==> src/rtl/coeff_bit_packer.sv <==
// coeff_bit_packer: packs variable-width coefficients (d bits each) into
// W-bit words, LSB-first. The stream bit order matches ByteEncode, so the
// next stage only has to split each word into bytes.
module coeff_bit_packer #(
  parameter int N_BYTES = 4,
  parameter int D_MAX   = 12
) (
  input  logic               clk_i,
  input  logic               rst_ni,
  input  logic [3:0]         d_i,
  input  logic               coeff_valid_i,
  output logic               coeff_ready_o,
  input  logic [D_MAX-1:0]   coeff_i,
  input  logic               last_i,
  output logic               word_valid_o,
  input  logic               word_ready_i,
  output logic [N_BYTES*8-1:0] word_o,
  output logic               word_last_o,
  output logic               err_o
);
  localparam int W  = N_BYTES * 8;
  localparam int AW = W + D_MAX;           // one full word plus one spill-over coefficient
  localparam int FW = $clog2(AW + 1);
  localparam int DW = $clog2(D_MAX + 1);
  localparam logic [FW-1:0] W_F = FW'(W);

  typedef enum logic [1:0] {IDLE, RUN, FLUSH} state_t;

  state_t        state;
  logic [AW-1:0] acc;
  logic [FW-1:0] fill;
  logic [DW-1:0] d_q;
  logic          err_q;

  logic          d_bad;
  logic [DW-1:0] d_new;
  logic [DW-1:0] d_use;
  logic [AW-1:0] coeff_masked;
  logic [W-1:0]  word_mask;
  logic          coeff_fire;
  logic          word_fire;

  // Width is sampled only on the opening coefficient; illegal widths fall back to D_MAX.
  assign d_bad = (d_i == 4'd0) || (32'(d_i) > D_MAX);
  assign d_new = d_bad ? DW'(D_MAX) : DW'(d_i);
  assign d_use = (state == IDLE) ? d_new : d_q;

  assign coeff_masked = AW'(coeff_i) & ((AW'(1) << d_use) - AW'(1));

  // Never accept while a full word is pending, so acc cannot overflow.
  assign coeff_ready_o = (state != FLUSH) && (fill < W_F);
  assign word_valid_o  = (fill >= W_F) || ((state == FLUSH) && (fill != '0));
  assign word_last_o   = (state == FLUSH) && (fill <= W_F);
  assign word_mask     = (fill >= W_F) ? '1 : ((W'(1) << fill) - W'(1));
  assign word_o        = acc[W-1:0] & word_mask;
  assign err_o         = err_q;

  assign coeff_fire = coeff_valid_i && coeff_ready_o;
  assign word_fire  = word_valid_o && word_ready_i;

  // Frame FSM plus accumulator: append coefficients at fill, drain W bits per word.
  always_ff @(posedge clk_i or negedge rst_ni) begin
    if (!rst_ni) begin
      state <= IDLE;
      acc   <= '0;
      fill  <= '0;
      d_q   <= '0;
      err_q <= 1'b0;
    end else if (coeff_fire) begin
      acc   <= acc | (coeff_masked << fill);
      fill  <= fill + FW'(d_use);
      state <= last_i ? FLUSH : RUN;
      if (state == IDLE) begin
        d_q <= d_new;
        if (d_bad) err_q <= 1'b1;
      end
    end else if (word_fire) begin
      if (word_last_o) begin
        state <= IDLE;
        acc   <= '0;
        fill  <= '0;
        d_q   <= '0;
      end else begin
        acc  <= acc >> W;
        fill <= (fill > W_F) ? (fill - W_F) : '0;
      end
    end
  end
endmodule

==> config.mk <==
export PLATFORM = sky130hd
export DESIGN_NAME = coeff_bit_packer
export DESIGN_NICKNAME = d
export VERILOG_FILES = /design/src/rtl/coeff_bit_packer.sv
export SDC_FILE = /design/constraint.sdc
export NUM_CORES = 1
export LEC_CHECK = 0
export BUFFER_PORTS_ARGS = -buffer_cell sky130_fd_sc_hd__buf_2
export CAP_MARGIN = 30
export CORE_MARGIN = 3
export CORE_UTILIZATION = 25
export DETAILED_ROUTE_END_ITERATION = 7
export GPL_TIMING_DRIVEN = 0
export PLACE_DENSITY = 0.53
export REMOVE_ABC_BUFFERS = 1
export SLEW_MARGIN = 10
export SYNTH_ARGS = -nofsm -noshare
export SYNTH_HDL_FRONTEND = slang
export SYNTH_SLANG_ARGS = --single-unit
export TNS_END_PERCENT = 10
==> constraint.sdc <==
create_clock -name clk_i -period 5.05 [get_ports clk_i]
set_input_delay 0.505 -clock clk_i [delete_from_list [all_inputs] [get_ports clk_i]]
set_output_delay 0.505 -clock clk_i [all_outputs]
set_load 0.005 [all_outputs]
After elaboration in Yosys (flattened, before gate mapping)
Index checks and enable logic that the tools add are counted.
Operators by class
  add/sub/neg operators: 4
  order comparisons: 5
  eq/ne operators: 2
  shift operators: 3
  multiplexer cells: 17
  bitwise logic cells: 3
  reduce and logical (&&, ||, !) cells: 14
Operator list (count)
  two-way mux 44 bit: 2
  AND 12 x 44 -> 44 bit: 1
  bitwise OR 44 bit: 1
  << shifter 1 x 4 -> 44 bit (first input constant): 1
  << shifter 44 x 6 -> 44 bit: 1
  subtractor 44 x 1 -> 44 bit (second input constant): 1
  AND 32 bit: 1
  two-way mux 32 bit: 1
  << shifter 1 x 6 -> 32 bit (first input constant): 1
  subtractor 32 x 1 -> 32 bit (second input constant): 1
  two-way mux 6 bit: 4
  two-way mux 4 bit: 5
  two-way mux 12 bit: 1
  two-way mux 2 bit: 4
  adder 6 x 4 -> 6 bit: 1
  >= comparator 6 bit (second input constant): 1
  greater-than comparator 6 bit (second input constant): 1
  <= comparator 6 bit (second input constant): 1
  less-than comparator 6 bit (second input constant): 1
  nonzero test 6 bit: 1
  subtractor 6 bit (second input constant): 1
  logical AND 1 bit: 5
  greater-than comparator 4 bit (second input constant): 1
  zero test 4 bit: 1
  other kinds (7): 9
Storage, ports and cells
  bits in registers: 57
  bits of input ports: 21
  output and inout port bits: 36
  logic and storage cells: 53

Longest topological paths before layout
Gate-level depths: netlist of run 1.
  depth after elaboration: 10
  depth in mapped cells: 13
  depth with buffers taken out: 12

Worst setup path after synthesis of run 1
No wires, ideal clock.
  path kind: in2reg
  start point: input port d_i[3]
  end point: register acc[29]
  setup time: 122 ps
  arrival time: 3530 ps
  required time: 4928 ps
  path slack: 1398 ps
  stages on the path: 11
  buffers on the path: 2
  path through: buf_6 > or3_4 > o32a_1 > or3_1 > ha_1 > clkbuf_1 > or3_1 > a41oi_1 > o221a_2 > nand2_1 > a32o_1
Between the ends
  longest elaborated chain between the ends: 10
  elaborated cells on any way between the ends: 11
  those cells by class: add/sub (1); order compare (1); shift (2); mux (3); bitwise (2); reduce/logical (2)
RTL lines
  start, declared: RTL line 10  | input logic [3:0] d_i,
  greater-than comparator 4 bit / zero test 4 bit (equally long branches): RTL line 44  | assign d_bad = (d_i == 4'd0) || (32'(d_i) > D_MAX);
  logical OR 1 bit: RTL line 44
  two-way mux 4 bit *: RTL line 45  | assign d_new = d_bad ? DW'(D_MAX) : DW'(d_i);
  two-way mux 4 bit *
  << shifter 1 x 4 -> 44 bit *: RTL line 48  | assign coeff_masked = AW'(coeff_i) & ((AW'(1) << d_use) - AW'(1));
  subtractor 44 x 1 -> 44 bit *: RTL line 48
  AND 12 x 44 -> 44 bit *: RTL line 48
  << shifter 44 x 6 -> 44 bit *: RTL line 70  | acc <= acc | (coeff_masked << fill);
  bitwise OR 44 bit *: RTL line 70
  two-way mux 44 bit *: RTL line 69  | end else if (coeff_fire) begin
  end signal, assigned: RTL line 70
  end signal, assigned: RTL line 84  | acc <= acc >> W;
  end, declared: RTL line 30  | logic [AW-1:0] acc;
Every way passes the cells marked *; elsewhere a longest branch is shown, timed or not.
A chain may end at the register's enable or synchronous reset.

Final worst setup path of run 1
  start point: register fill[4]
  end point: output port word_o[24]
Between the ends
  longest elaborated chain between the ends: 4
  elaborated cells on any way between the ends: 5
  those cells by class: add/sub (1); order compare (1); shift (1); mux (1); bitwise (1)
RTL lines
  start, declared: RTL line 31  | logic [FW-1:0] fill;
  start signal, assigned: RTL line 71  | fill <= fill + FW'(d_use);
  start signal, assigned: RTL line 85  | fill <= (fill > W_F) ? (fill - W_F) : '0;
  << shifter 1 x 6 -> 32 bit: RTL line 54  | assign word_mask = (fill >= W_F) ? '1 : ((W'(1) << fill) - W'(1));
  subtractor 32 x 1 -> 32 bit: RTL line 54
  two-way mux 32 bit *: RTL line 54
  AND 32 bit *: RTL line 55  | assign word_o = acc[W-1:0] & word_mask;
  end, declared: RTL line 17  | output logic [N_BYTES*8-1:0] word_o,
Marks and branches as above.

==> summary.txt, run 1 <==
Critical path
  – Critical path type: reg -> out
  – CP Data Required Time: 4.55 ns
  – CP arrival: 3.97 ns
  – Worst r2r path cells: 9
  – Crit-path max FO: 25
  – Crit path launch: fill[4]$_DFFE_PN0P_
  – Setup crit end kind: output port
  – Crit start category: flop
  – R2R Setup Slk: 0.87 ns
  – Crit path capture: word_o[24]
  – R2r endpoint: acc[31]$_DFFE_PN0P_
  – Reg-to-reg critical path startpoint: state[1]$_DFFE_PN0P_

Yosys
  – Syn avg cell area: between 7 and 8 um2
  – Syn. warnings: 0
  – Post-Synthesis Cells: ~580
  – Top cell type by total area after synthesis: dfrtp_1
  – Yosys cell types: 78
  – Post-synth ARST share: 100%
  – Top cell type's share of synthesized area: 30.8%
  – Synth area leaders: dfrtp_1 (31%), nand2_1 (5.8%), o21ai_0 (4.3%)
  – Sequential share of the synthesized area: 30.8%
  – FF+latch count, synth: 57
  – Post-synthesis instance area: 4630 um2
  – Number of synthesized flops with an enable pin: 0
  – Synth Flop Type: dfrtp_1

Drt
  – Via count: slightly below 5000
  – Residual DRC: 0
  – WL/cell: 21.1 um
  – Routed Antenna Nets: 0
  – Drt pass-1 iters: 5
  – Initial DRC count: 528
  – Drt total wl: 17700 um
  – Vias per cell: between 5 and 6

Clocking
  – CTS tree: built
  – Root Buffer: clkbuf_16
  – Clock buffer depth: 2
  – Setup bufs post-CTS: 0
  – Post-CTS resize count: 0
  – H-tree levels: 3
  – Clk_lat worst skew: 0.35 ns
  – Hold-fix buffers, CTS: 0
  – Clk slew on worst S/H paths: 0.05 ns
  – CTS Buf Count: 9
  – Sink Count: 57

Final layout
  – Nets: 633
  – Most common cell after layout, fill and taps aside: nand2_1
  – Number of diodes: 0
  – Most frequent cells in the layout: nand2_1 (70), dfrtp_1 (57), buf_2 (55)
  – Area grow syn2layout: 16.4%
  – Finished Core Util: 29.8%
  – Filler cells: 1945
  – Share of cells above drive strength 1: between 10% and 20%

Timing
  – Max Fclk: 0.223 GHz
  – Slew Viols, Final: 0
  – Slew Limit Headroom: roughly two fifths
  – Worst slew pin tran: 0.919 ns
  – Worst hold slack: 0.232 ns
  – Clock Skews: 0.0121 ns
  – Min cycle time layout: approximately 4.5 ns
  – Unrepaired setup endpoints after global routing: false
  – Post-route clock period utilization: 88.7%
  – Final setup viols: 0
  – Final Hold Vio Count: 0
  – Sum Neg Setup Slack: 0 ns

Global route
  – Busiest grt layer: met2
  – First-pass GRT wire length: 27600 um
  – GRT met3 Usage: 3.29%
  – Initial antenna violation count: 0
  – GRT Util Overall: 17.6%
  – Met2 Use GR: 26.4%
  – Vias in the first global route: between 4000 and 5000
  – Met1 Resource Use GR: 25.0%
  – Grt ovf: 0
  – Pin count of the biggest net entering global routing: between 50 and 60

Placed design
  – DP HPWL: 12800 um
  – Placer Congestion: 0.924
  – IO Port Bufs: 56

Floorplanning
  – Initial Util: between 20% and 30%
  – Die Span X: around 140 um
  – Die Y-Extent: 142 um
  – Die area: 20200 um2
  – Num rows: 49
  – Core area: 18100 um2
  – Top-level I/O count: 57

Job
  – Max-cap viol count: 0

Pwr
  – Power, Total: 4140 uW
  – Peak VDD IR: 410 uV
  – Leakage: 0.00219 uW
  – Pwr per Cell Area: 769 nW/um2

Min path
  – Hold crit path type: in -> async

Run status
  – Status: complete, no violations
==> report_power, final <==
part	internal, uW	switching, uW	leakage, uW
clock network	388	222	0.000137
logic	953	1670	0.00131
registers	642	267	0.000737
==> layer usage <==
layer | share of wire (%) | vias up
met5 | 0 | -
met4 | 2.6 | 0
met3 | 6.2 | 36
met2 | 45 | 189
met1 | 46 | 2398
li1 | - | 2270
==> cell type report <==
| type | instances | area, um2 | share of cell area (%) |
|---|---|---|---|
| clock buffer | 11 | 243 | 4.50 |
| clock inverter | 3 | 42.5 | 0.789 |
| inverter | 15 | 56.3 | 1.04 |
| multi-input combinational | 462 | 2960 | 55.0 |
| sequential | 57 | 1430 | 26.5 |
| tap | 229 | 287 | 5.32 |
| timing repair buffer | 60 | 370 | 6.87 |
==> worst min path at each step <==
| stage | depth (start not counted) | end | startpoint | slack (ns) |
|---|---|---|---|---|
| 3_3_place_gp | 1 | err_o$_DFFE_PN0P_ | err_o$_DFFE_PN0P_ | 0.45 |
| 2_1_floorplan | 0 | acc[0]$_DFFE_PN0P_ | rst_ni | 0.21 |
| 6_report | 1 | acc[42]$_DFFE_PN0P_ | rst_ni | 0.23 |
| 4_1_cts | 1 | acc[18]$_DFFE_PN0P_ | rst_ni | 0.27 |
| 5_1_grt | 1 | acc[10]$_DFFE_PN0P_ | rst_ni | 0.30 |
| 3_5_place_dp | 1 | err_o$_DFFE_PN0P_ | err_o$_DFFE_PN0P_ | 0.45 |
==> worst max-delay path, stage by stage, from the launching register on <==
cell and delay, ns:
dfrtp_1 0.93, or2_2 0.32, nor2_1 0.16, nand2_1 0.25, ha_1 0.52, o31ai_1 0.25, a31o_2 0.30, o21ai_0 0.15
o311ai_0 0.19, a21boi_0 0.38, buf_2 0.19
==> synth_stat cells (4+ instances only) <==
library cell,n
o22ai_1,5
a22oi_1,7
nand3_1,13
and3_1,11
buf_1,5
o211ai_1,4
buf_2,4
a21boi_0,18
a211oi_1,9
nor2_1,39
o31ai_1,9
ha_1,6
nand2_1,71
nor2b_1,8
nand2b_1,7
nor4_1,7
inv_1,13
a221o_1,6
o221ai_1,9
o21ai_0,40
nand4_1,5
a32o_1,5
and2_1,9
a31oi_1,13
dfrtp_1,57
a22o_1,10
xnor2_1,5
clkbuf_1,38
a21oi_1,37
o21a_1,5
o311ai_0,5
nor4b_1,4
nor3_1,15
or3_1,8
==> sequential cells by signal, indices dropped and copies added, names as in the netlist <==
name / cells
acc: 44
d_q: 4
err_o: 1
fill: 6
state: 2
==> kinds of logic (layout without fill, tap and decap cells) <==
family,count (synthesis),count (layout),share of synthesized area [%]
AOI/OAI and AO/OA,227,227,35.8
xor gates and xnor gates,8,8,1.51
adders and majority gates,7,7,2.05
buffers and inverters,63,89,5.38
DFF,57,57,30.8
muxes,5,5,1.14
and+or+nand+nor,215,215,23.3
==> stage by stage <==
stage	setup WS, ns	cells	area [um2]
floorplan	1.56	534	4440
global placement	0.768	819	5000
detailed placement	0.806	822	5080
CTS	0.621	836	5360
global route	0.351	837	5390
finish	0.570	837	5390
Note: power is estimated with default switching activity, not from simulation.
==> run 2, diff against run 1 <==
Settings changed: CELL_PAD_IN_SITES_DETAIL_PLACEMENT set to 2, CELL_PAD_IN_SITES_GLOBAL_PLACEMENT set to 2, PLACE_DENSITY 0.53 to 0.73, SKIP_CTS_REPAIR_TIMING set to 1.
==> summary.txt, run 2 (synthesis gave the netlist of run 1 again) <==
Run status
  – Status: complete, no violations

Global route
  – Initial antenna violation count: 0
  – GRT Util Overall: 20.6%
  – First-pass GRT wire length: 32600 um
  – Pin count of the biggest net entering global routing: 58
  – Vias in the first global route: 5600
  – Grt ovf: 0

Timing
  – Post-route clock period utilization: 90.3%
  – Sum Neg Setup Slack: 0 ns
  – Final setup viols: 0
  – Slew Limit Headroom: 32.6%
  – Unrepaired setup endpoints after global routing: false
  – Worst slew pin tran: 1.01 ns
  – Min cycle time layout: 4.56 ns
  – Max Fclk: 0.219 GHz
  – Worst hold slack: 0.228 ns
  – Final Hold Vio Count: 0
  – Clock Skews: 0.00275 ns
  – Slew Viols, Final: 0

Critical path
  – Worst r2r path cells: 9
  – Critical path type: reg -> out
  – R2R Setup Slk: between 0.7 and 0.8 ns
  – CP peak stage delay: 1.00 ns
  – CP cell instances: or2_2 -> nor2_1 -> nand3_1 -> ha_1 -> o31ai_1 -> a31o_2 -> o21ai_0 -> o311ai_0 -> a21boi_0 -> buf_2
  – Setup crit end kind: output port
  – CP Data Required Time: roughly 4.6 ns
  – CP arrival: 4.05 ns
  – CP top delay family: compound AO/OA/AOI/OAI gates
  – R2r endpoint: acc[31]$_DFFE_PN0P_
  – Crit-path slowest cell: dfrtp_1
  – WP buf/inv: 1
  – Crit start category: flop
  – Reg-to-reg critical path startpoint: state[1]$_DFFE_PN0P_
  – Crit-path max FO: 25

Drt
  – Drt total wl: 20400 um
  – Initial DRC count: 420
  – Routed Antenna Nets: 0
  – WL/cell: 24.4 um
  – Drt pass-1 iters: 5
  – Vias per cell: 6.01
  – Via count: 5034
  – Residual DRC: 0

Final layout
  – Most frequent cells in the layout: nand2_1 (70), dfrtp_1 (56), buf_2 (55)
  – Reg with most FFs: acc
  – Regs by FF count: acc x44, fill x6, d_q x4
  – Most common cell after layout, fill and taps aside: nand2_1
  – Share of cells above drive strength 1: 16.6%
  – Number of diodes: 0
  – Nets: roughly 630
  – Fin cells: 837
  – Area grow syn2layout: 16.1%
  – Max FFs per register: 44

Placed design
  – IO Port Bufs: 56
  – DP HPWL: 14800 um
  – Placer Congestion: 0.871
  – Placed Instances: 821

Clocking
  – H-tree levels: 3
  – Root Buffer: clkbuf_16
  – Clk slew on worst S/H paths: 0.05 ns
  – CTS tree: built
  – Clk_lat worst skew: 0.33 ns
  – Clock buffer depth: 2
  – CTS Buf Count: 9
  – Sink Count: 57

Floorplanning
  – Top-level I/O count: 57
  – Core area: 18100 um2
  – Initial Util: between 20% and 30%
  – Num rows: 49
  – Die Span X: about 140 um
  – Die Y-Extent: 142 um
  – Die area: 20200 um2

Pwr
  – Pwr per Cell Area: about 790 nW/um2
  – Peak VDD IR: approximately 370 uV
  – Leakage: between 0.002 and 0.0025 uW

Job
  – Max-cap viol count: 0

Min path
  – Hold crit path type: in -> async
run 2: cell types whose count changed in the layout (fill, tap and decap cells not counted):
cell       change
clkbuf_16      -1
clkbuf_1       -1
dfrtp_1        -1
clkinv_4       +1
dfrtp_2        +1
clkinv_2       +1
run 2: per-stage QoR:
stage / power, uW / cell area (um2) / utilization, % / worst slack, ns
floorplan: 2530 / 4440 / - / 1.56
global placement: 3430 / 5000 / 27.7 / 0.731
detailed placement: 3560 / 5050 / 27.9 / 0.663
CTS: 4210 / 5350 / 29.6 / 0.501
global route: 4580 / 5380 / 29.7 / 0.299
finish: 4240 / 5380 / 29.7 / 0.491
run 2: worst max-delay path by stage:
| stage | depth (start not counted) | slack [ns] | endpoint | from |
|---|---|---|---|---|
| 6_report | 10 | 0.49 | word_o[24] | fill[4]$_DFFE_PN0P_ |
| 5_1_grt | 10 | 0.30 | word_o[24] | fill[4]$_DFFE_PN0P_ |
| 4_1_cts | 10 | 0.50 | word_o[24] | fill[1]$_DFFE_PN0P_ |
| 3_5_place_dp | 10 | 0.66 | acc[31]$_DFFE_PN0P_ | d_i[3] |
| 3_3_place_gp | 10 | 0.73 | acc[31]$_DFFE_PN0P_ | d_i[3] |
| 2_1_floorplan | 10 | 1.56 | acc[13]$_DFFE_PN0P_ | d_i[3] |
run 2: final cells by class:
cell class / instances / area, um2
inverter: 15 / 56.3
timing repair buffer: 59 / 345
fill: 2071 / 12700
clock inverter: 5 / 56.3
multi-input combinational: 462 / 2960
tap: 229 / 287
clock buffer: 10 / 239
sequential: 57 / 1430
run 2: where the power goes:
| group | switching, uW | total (uW) | internal, uW |
|---|---|---|---|
| logic | 1720 | 2660 | 939 |
| registers | 320 | 962 | 641 |
| clock network | 232 | 624 | 391 |
| total | 2270 | 4240 | 1970 |
run 2: layer usage:
layer / vias to the layer above / track usage, % / share of wire [%]
met5: - / 0 / 0
met4: 0 / 8.43 / 3.2
met3: 42 / 2.62 / 4.9
met2: 169 / 34.3 / 48
met1: 2544 / 26.9 / 43
li1: 2279 / - / -
